**src/rtl/pb_pkg.sv**
```systemverilog
// Shared constants and helpers for the push-button input conditioner.
// Provides default channel count, synchroniser depth, tick divider and
// qualification length, plus the counter-width helper used by all blocks.
package pb_pkg;

  localparam int unsigned PB_WIDTH        = 8;
  localparam int unsigned PB_SYNC_STAGES  = 2;
  localparam int unsigned PB_TICK_DIV     = 1000;
  localparam int unsigned PB_STABLE_TICKS = 4;

  // Bits needed to count 0..n-1, never less than one bit.
  function automatic int unsigned pb_cnt_width(input int unsigned n);
    int unsigned w;
    w = $clog2(n);
    return (w < 1) ? 1 : w;
  endfunction

endpackage

```
**src/rtl/pb_debounce_chan.sv**
```systemverilog
// One conditioner channel: pad synchroniser, tick-based debounce counter and
// the debounced level flop.
// Ports:
//   clk, rst_n  - clock, asynchronous active-low reset
//   tick_i      - shared prescaler tick
//   raw_i       - asynchronous pad input
//   level_o     - debounced level (registered)
//   rise_o      - one-cycle pulse on a debounced 0->1 flip (registered)
//   flip_c      - level will toggle at the coming edge (combinational)
//   rise_c      - level will rise at the coming edge (combinational)
module pb_debounce_chan
  import pb_pkg::*;
#(
  parameter int unsigned SYNC_STAGES  = PB_SYNC_STAGES,
  parameter int unsigned STABLE_TICKS = PB_STABLE_TICKS
) (
  input  logic clk,
  input  logic rst_n,
  input  logic tick_i,
  input  logic raw_i,
  output logic level_o,
  output logic rise_o,
  output logic flip_c,
  output logic rise_c
);

  localparam int unsigned CNT_W = pb_cnt_width(STABLE_TICKS);
  localparam logic [CNT_W-1:0] CNT_LAST = CNT_W'(STABLE_TICKS - 1);

  logic [SYNC_STAGES-1:0] sync_q, sync_d;
  logic [CNT_W-1:0]       cnt_q, cnt_d;
  logic                   stable_q, stable_d;
  logic                   rise_q, rise_d;
  logic                   sync;

  assign sync = sync_q[SYNC_STAGES-1];

  // Any agreement restarts qualification; a flip needs STABLE_TICKS
  // consecutive ticks of disagreement.
  always_comb begin
    sync_d   = {sync_q[SYNC_STAGES-2:0], raw_i};
    cnt_d    = cnt_q;
    stable_d = stable_q;
    if (sync == stable_q) begin
      cnt_d = '0;
    end else if (tick_i) begin
      if (cnt_q == CNT_LAST) begin
        stable_d = sync;
        cnt_d    = '0;
      end else begin
        cnt_d = cnt_q + CNT_W'(1);
      end
    end
    rise_d = stable_d & ~stable_q;
  end

  always_ff @(posedge clk or negedge rst_n) begin
    if (!rst_n) begin
      sync_q   <= '0;
      cnt_q    <= '0;
      stable_q <= 1'b0;
      rise_q   <= 1'b0;
    end else begin
      sync_q   <= sync_d;
      cnt_q    <= cnt_d;
      stable_q <= stable_d;
      rise_q   <= rise_d;
    end
  end

  assign level_o = stable_q;
  assign rise_o  = rise_q;
  assign flip_c  = stable_d ^ stable_q;
  assign rise_c  = rise_d;

endmodule

```
**src/rtl/pb_input_conditioner.sv**
```systemverilog
// Multi-channel push-button/switch conditioner feeding the priority encoder.
// Synchronises and debounces each pad input against a shared prescaled tick
// and presents a clean level vector, per-channel rise pulses and a change
// strobe.
// Build option: define PB_LATCH_EN to make data_out sticky (set by a rise,
// cleared by clear); otherwise data_out follows the debounced level and
// clear is ignored.
// Ports:
//   clk, rst_n  - clock, asynchronous active-low reset
//   raw_in      - unsynchronised pad inputs, active high
//   clear       - sticky-latch clear (PB_LATCH_EN builds only)
//   data_out    - conditioned level vector
//   rise_pulse  - one-cycle pulse per debounced 0->1 transition
//   changed     - one-cycle strobe on any data_out change
module pb_input_conditioner
  import pb_pkg::*;
#(
  parameter int unsigned WIDTH        = PB_WIDTH,
  parameter int unsigned SYNC_STAGES  = PB_SYNC_STAGES,
  parameter int unsigned TICK_DIV     = PB_TICK_DIV,
  parameter int unsigned STABLE_TICKS = PB_STABLE_TICKS
) (
  input  logic             clk,
  input  logic             rst_n,
  input  logic [WIDTH-1:0] raw_in,
  input  logic             clear,
  output logic [WIDTH-1:0] data_out,
  output logic [WIDTH-1:0] rise_pulse,
  output logic             changed
);

  localparam int unsigned PRE_W = pb_cnt_width(TICK_DIV);
  localparam logic [PRE_W-1:0] PRE_LAST = PRE_W'(TICK_DIV - 1);

  logic [PRE_W-1:0] pre_q, pre_d;
  logic             tick;
  logic [WIDTH-1:0] level;
  logic [WIDTH-1:0] rise_vec;
  logic [WIDTH-1:0] flip;
  logic [WIDTH-1:0] rise_nxt;
  logic             changed_q, changed_d;

  // Free-running prescaler shared by all channels.
  assign tick = (pre_q == PRE_LAST);

  always_comb begin
    pre_d = tick ? '0 : pre_q + PRE_W'(1);
  end

  for (genvar i = 0; i < WIDTH; i++) begin : g_chan
    pb_debounce_chan #(
      .SYNC_STAGES (SYNC_STAGES),
      .STABLE_TICKS(STABLE_TICKS)
    ) u_chan (
      .clk    (clk),
      .rst_n  (rst_n),
      .tick_i (tick),
      .raw_i  (raw_in[i]),
      .level_o(level[i]),
      .rise_o (rise_vec[i]),
      .flip_c (flip[i]),
      .rise_c (rise_nxt[i])
    );
  end

`ifdef PB_LATCH_EN
  logic [WIDTH-1:0] latch_q, latch_d;
  logic [WIDTH-1:0] unused_level;

  assign unused_level = level ^ flip;

  // Set beats clear both at the flip edge and while the rise pulse is shown.
  always_comb begin
    latch_d   = (latch_q & ~{WIDTH{clear}}) | rise_nxt | rise_vec;
    changed_d = |(latch_d ^ latch_q);
  end

  always_ff @(posedge clk or negedge rst_n) begin
    if (!rst_n) begin
      latch_q <= '0;
    end else begin
      latch_q <= latch_d;
    end
  end

  assign data_out = latch_q;
`else
  logic unused_clear;
  logic [WIDTH-1:0] unused_rise_nxt;

  assign unused_clear    = clear;
  assign unused_rise_nxt = rise_nxt;

  always_comb begin
    changed_d = |flip;
  end

  assign data_out = level;
`endif

  always_ff @(posedge clk or negedge rst_n) begin
    if (!rst_n) begin
      pre_q     <= '0;
      changed_q <= 1'b0;
    end else begin
      pre_q     <= pre_d;
      changed_q <= changed_d;
    end
  end

  assign rise_pulse = rise_vec;
  assign changed    = changed_q;

endmodule

```
**config.mk**
```make
export PLATFORM = sky130hd
export DESIGN_NAME = pb_input_conditioner
export DESIGN_NICKNAME = d
export VERILOG_FILES = /design/src/rtl/pb_pkg.sv /design/src/rtl/pb_debounce_chan.sv /design/src/rtl/pb_input_conditioner.sv
export SDC_FILE = /design/constraint.sdc
export NUM_CORES = 1
export LEC_CHECK = 0
export CAP_MARGIN = 15
export CORE_MARGIN = 2
export CORE_UTILIZATION = 55
export CTS_BUF_LIST = sky130_fd_sc_hd__clkbuf_16
export CTS_CLUSTER_SIZE = 28
export DETAILED_ROUTE_END_ITERATION = 12
export PLACE_DENSITY = 0.78
export SLEW_MARGIN = 20
export SYNTH_ARGS = -nofsm -noshare
export SYNTH_HDL_FRONTEND = slang
export SYNTH_SLANG_ARGS = --single-unit
```
**constraint.sdc**
```tcl
create_clock -name clk -period 6.05 [get_ports clk]
set_input_delay 0.9075 -clock clk [delete_from_list [all_inputs] [get_ports clk]]
set_output_delay 0.9075 -clock clk [all_outputs]
set_load 0.01 [all_outputs]
```
==> impl_metrics.toml <==
[status]
status = "completed"

[logic_synthesis]
ys_ff_latch = 59
yosys_warnings = 0
synth_area_per_cell_um2 = 11.94
synth_cell_types = 33
synth.largest_area_cell = "dfrtp_1"
syn_inst = 213
synth_enable_flop_cells = 0
yosysTopAreaCellShare_pct = 58.04
syn_nets = 241
ys_seq_area_share_pct = 58.04
netlist_top_cells_area = "dfrtp_1 (58%), ha_1 (8.4%), buf_4 (5.3%)"
syn_area_um2 = 2544
async_reset_ff_share_pct = 100.0
synth_most_common_cell = "dfrtp_1"
synth_common_cells = "dfrtp_1 (59), nand2_1 (34), buf_4 (18)"
ys.flop_type = "dfrtp_1"

[timing]
min_period_ps = 2845
setup-tns-final_ps = 0
slew_headroom_pct = 50.03
rsz0062_at_grt = "no"
finClkSkew_ps = 4.496
worst_slack_ps = 3205
hold_slack_ps = 344.8
max_freq_mhz = 351.5
slew_viol_final = 0
post-route-period-util_pct = 47.03
hold_viol = 0
setup_viol_count_final = 0
worstMarginPinSlew_ps = 749.6

[cts]
clk_pin_slew_ps = 50
clock_sinks = 59
post_cts_buffers = 0
tritoncts = "built"
cts_buffers = 9
clock_latency_ps = 310
clockBufferDepth = 2
clockRootBuffer = "clkbuf_16"
cts.htree.levels = 3
cts_resized = 0
hold_buffers = 0

[die]
initial_core_util_pct = 57.62
core.rowCount = 24
core-area_um2 = 4414
die_h_um = 72.01
io_pins = 28
die_x_um = 72.01
die-area_um2 = 5185

[placed_design]
dp_slack_ps = 3204
numPortBuffers = 26
placed_cell_area_um2 = 2709
dpl.hpwl_mm = 2.302
gp_congestion = 0.7699

[global_routing]
met3_usage_pct = 5.694
grt_max_degree = 60
grt.total_usage_pct = 16.07
grt_pass1_vias = 1327
gr-total-overflow = 0
grt_pass1_wl_mm = 6.065
grt-busiest-layer = "met2"
grt_util_met2_pct = 24.07
antenna_found_initial = 0
grt_use_met1_pct = 20.28

[routing]
wl_per_cell_um = 12.67
dr.pass1.iters = 4
vias = 1481
antenna_left = 0
drt-initial-drc-count = 92
routed_wl_mm = 3.624
drc = 0
viasPerCell = 5.178

[critical_path]
reg2reg_depth = 8
slowest_stage = "and4_1"
criticalPathCategory = "flip-flop to flip-flop"
worstSetupEndpointType = "flip-flop"
critical_path.max_fanout = 20
r2r_end = "changed"
cp_data_required_time_ps = 6240
cp.arrival_ps = 3040
path_cells = "ha_1 -> and4_4 -> and4_1 -> nand2_1 -> mux2_2 -> ha_1 -> nand4_1 -> or2_2"
slowest_delay_ps = 700
critical_path.top_delay_family = "simple AND/OR/NAND/NOR gates"
cp-start-kind = "flip-flop"
r2r_slack_ps = 3200
worst-path-stages = 8
critPathMostFrequentCell = "ha_1"
critical_path_buf_inv_count = 0
r2r-start = "pre_q[0]"

[final_layout]
area_growth_pct = 16.38
diodes = 0
multi_input_comb_area_um2 = 874.6
regArea_um2 = 1476
utilization_pct = 67.06
drive_gt1_share_pct = 11.11
nets = 258
nFillCells = 319
fin_area_um2 = 2960

[power_and_ir_drop]
power_density_nw_per_um2 = 283.5
p_leak_uw = 0.001357
irDropWorstVdd_uv = 218.3

[min_path]
min_path_cells = 0
hold_path_startpoint = "g_chan[5].u_chan.sync_q[0]"
whs_endpoint = "g_chan[5].u_chan.sync_q[1]"
hold_class = "flip-flop to flip-flop"

[run]
max-cap-violations = 0
[layout make-up]
cell class / count / area share [%]
Tap cell: 52 / 2.198
Clock inverter: 6 / 0.8876
Inverter: 8 / 1.014
Timing Repair Buffer: 27 / 8.876
Clock buffer: 9 / 7.608
Sequential cell: 59 / 49.87
Multi-Input combinational cell: 125 / 29.54
[state kept, by name, summed over array words and instances, names as in the netlist]
name	count
g_chan.u_chan.sync_q	16
g_chan.u_chan.level_o	8
g_chan.u_chan.cnt_q	16
pre_q	10
g_chan.u_chan.rise_o	8
changed	1
[per-stage QoR]
step | std cells | power (µW)
floorplan | 213 | 412.0
global placement | 271 | 426.1
detailed placement | 271 | 426.4
CTS | 286 | 850.4
global route | 286 | 873.4
finish | 286 | 839.1
[where the power goes]
group	switching (µW)	total (µW)	internal, µW
Sequential	2.54	404	401
Combinational	9.06	15.9	6.82
Clock	153	420	266
Total	165	839	674
[placed cells by master, fill, tap and decap left out, types with 2 or more instances in the layout]
cell / instances
a21oi_1: 17
xnor2_1: 8
mux2_2: 8
clkdlybuf4s50_1: 25
clkinv_2: 3
nand2_1: 34
dfrtp_1: 59
ha_1: 17
or3_1: 9
nor2_1: 3
inv_1: 10
xor2_1: 4
nand4_1: 2
clkbuf_16: 9
and3_1: 2
nand3_1: 4
[per-layer routing]
layer  vias to the layer above  part of all wire (%)
met5                         -                     0
met4                         0                   1.7
met3                         6                   4.1
met2                        22                    49
met1                       715                    45
li1                        738                     -
[how the worst max path moves through the flow]
stage | from | to
after global placement | pre_q[0] | changed
after detailed placement | pre_q[0] | changed
after floorplan | pre_q[0] | changed
final | pre_q[0] | changed
after global routing | pre_q[0] | changed
after CTS | pre_q[0] | changed
[logic make-up after synthesis]
group / count (synthesis) / synth area share (%)
buf+inv: 29 / 7.575
xor+xnor: 12 / 4.132
mux: 10 / 4.378
simple gates: 63 / 12.44
flops: 59 / 58.04
fa+ha+maj: 17 / 8.362
compound gates: 23 / 5.067
No activity file was read; power rests on OpenSTA's default activity.
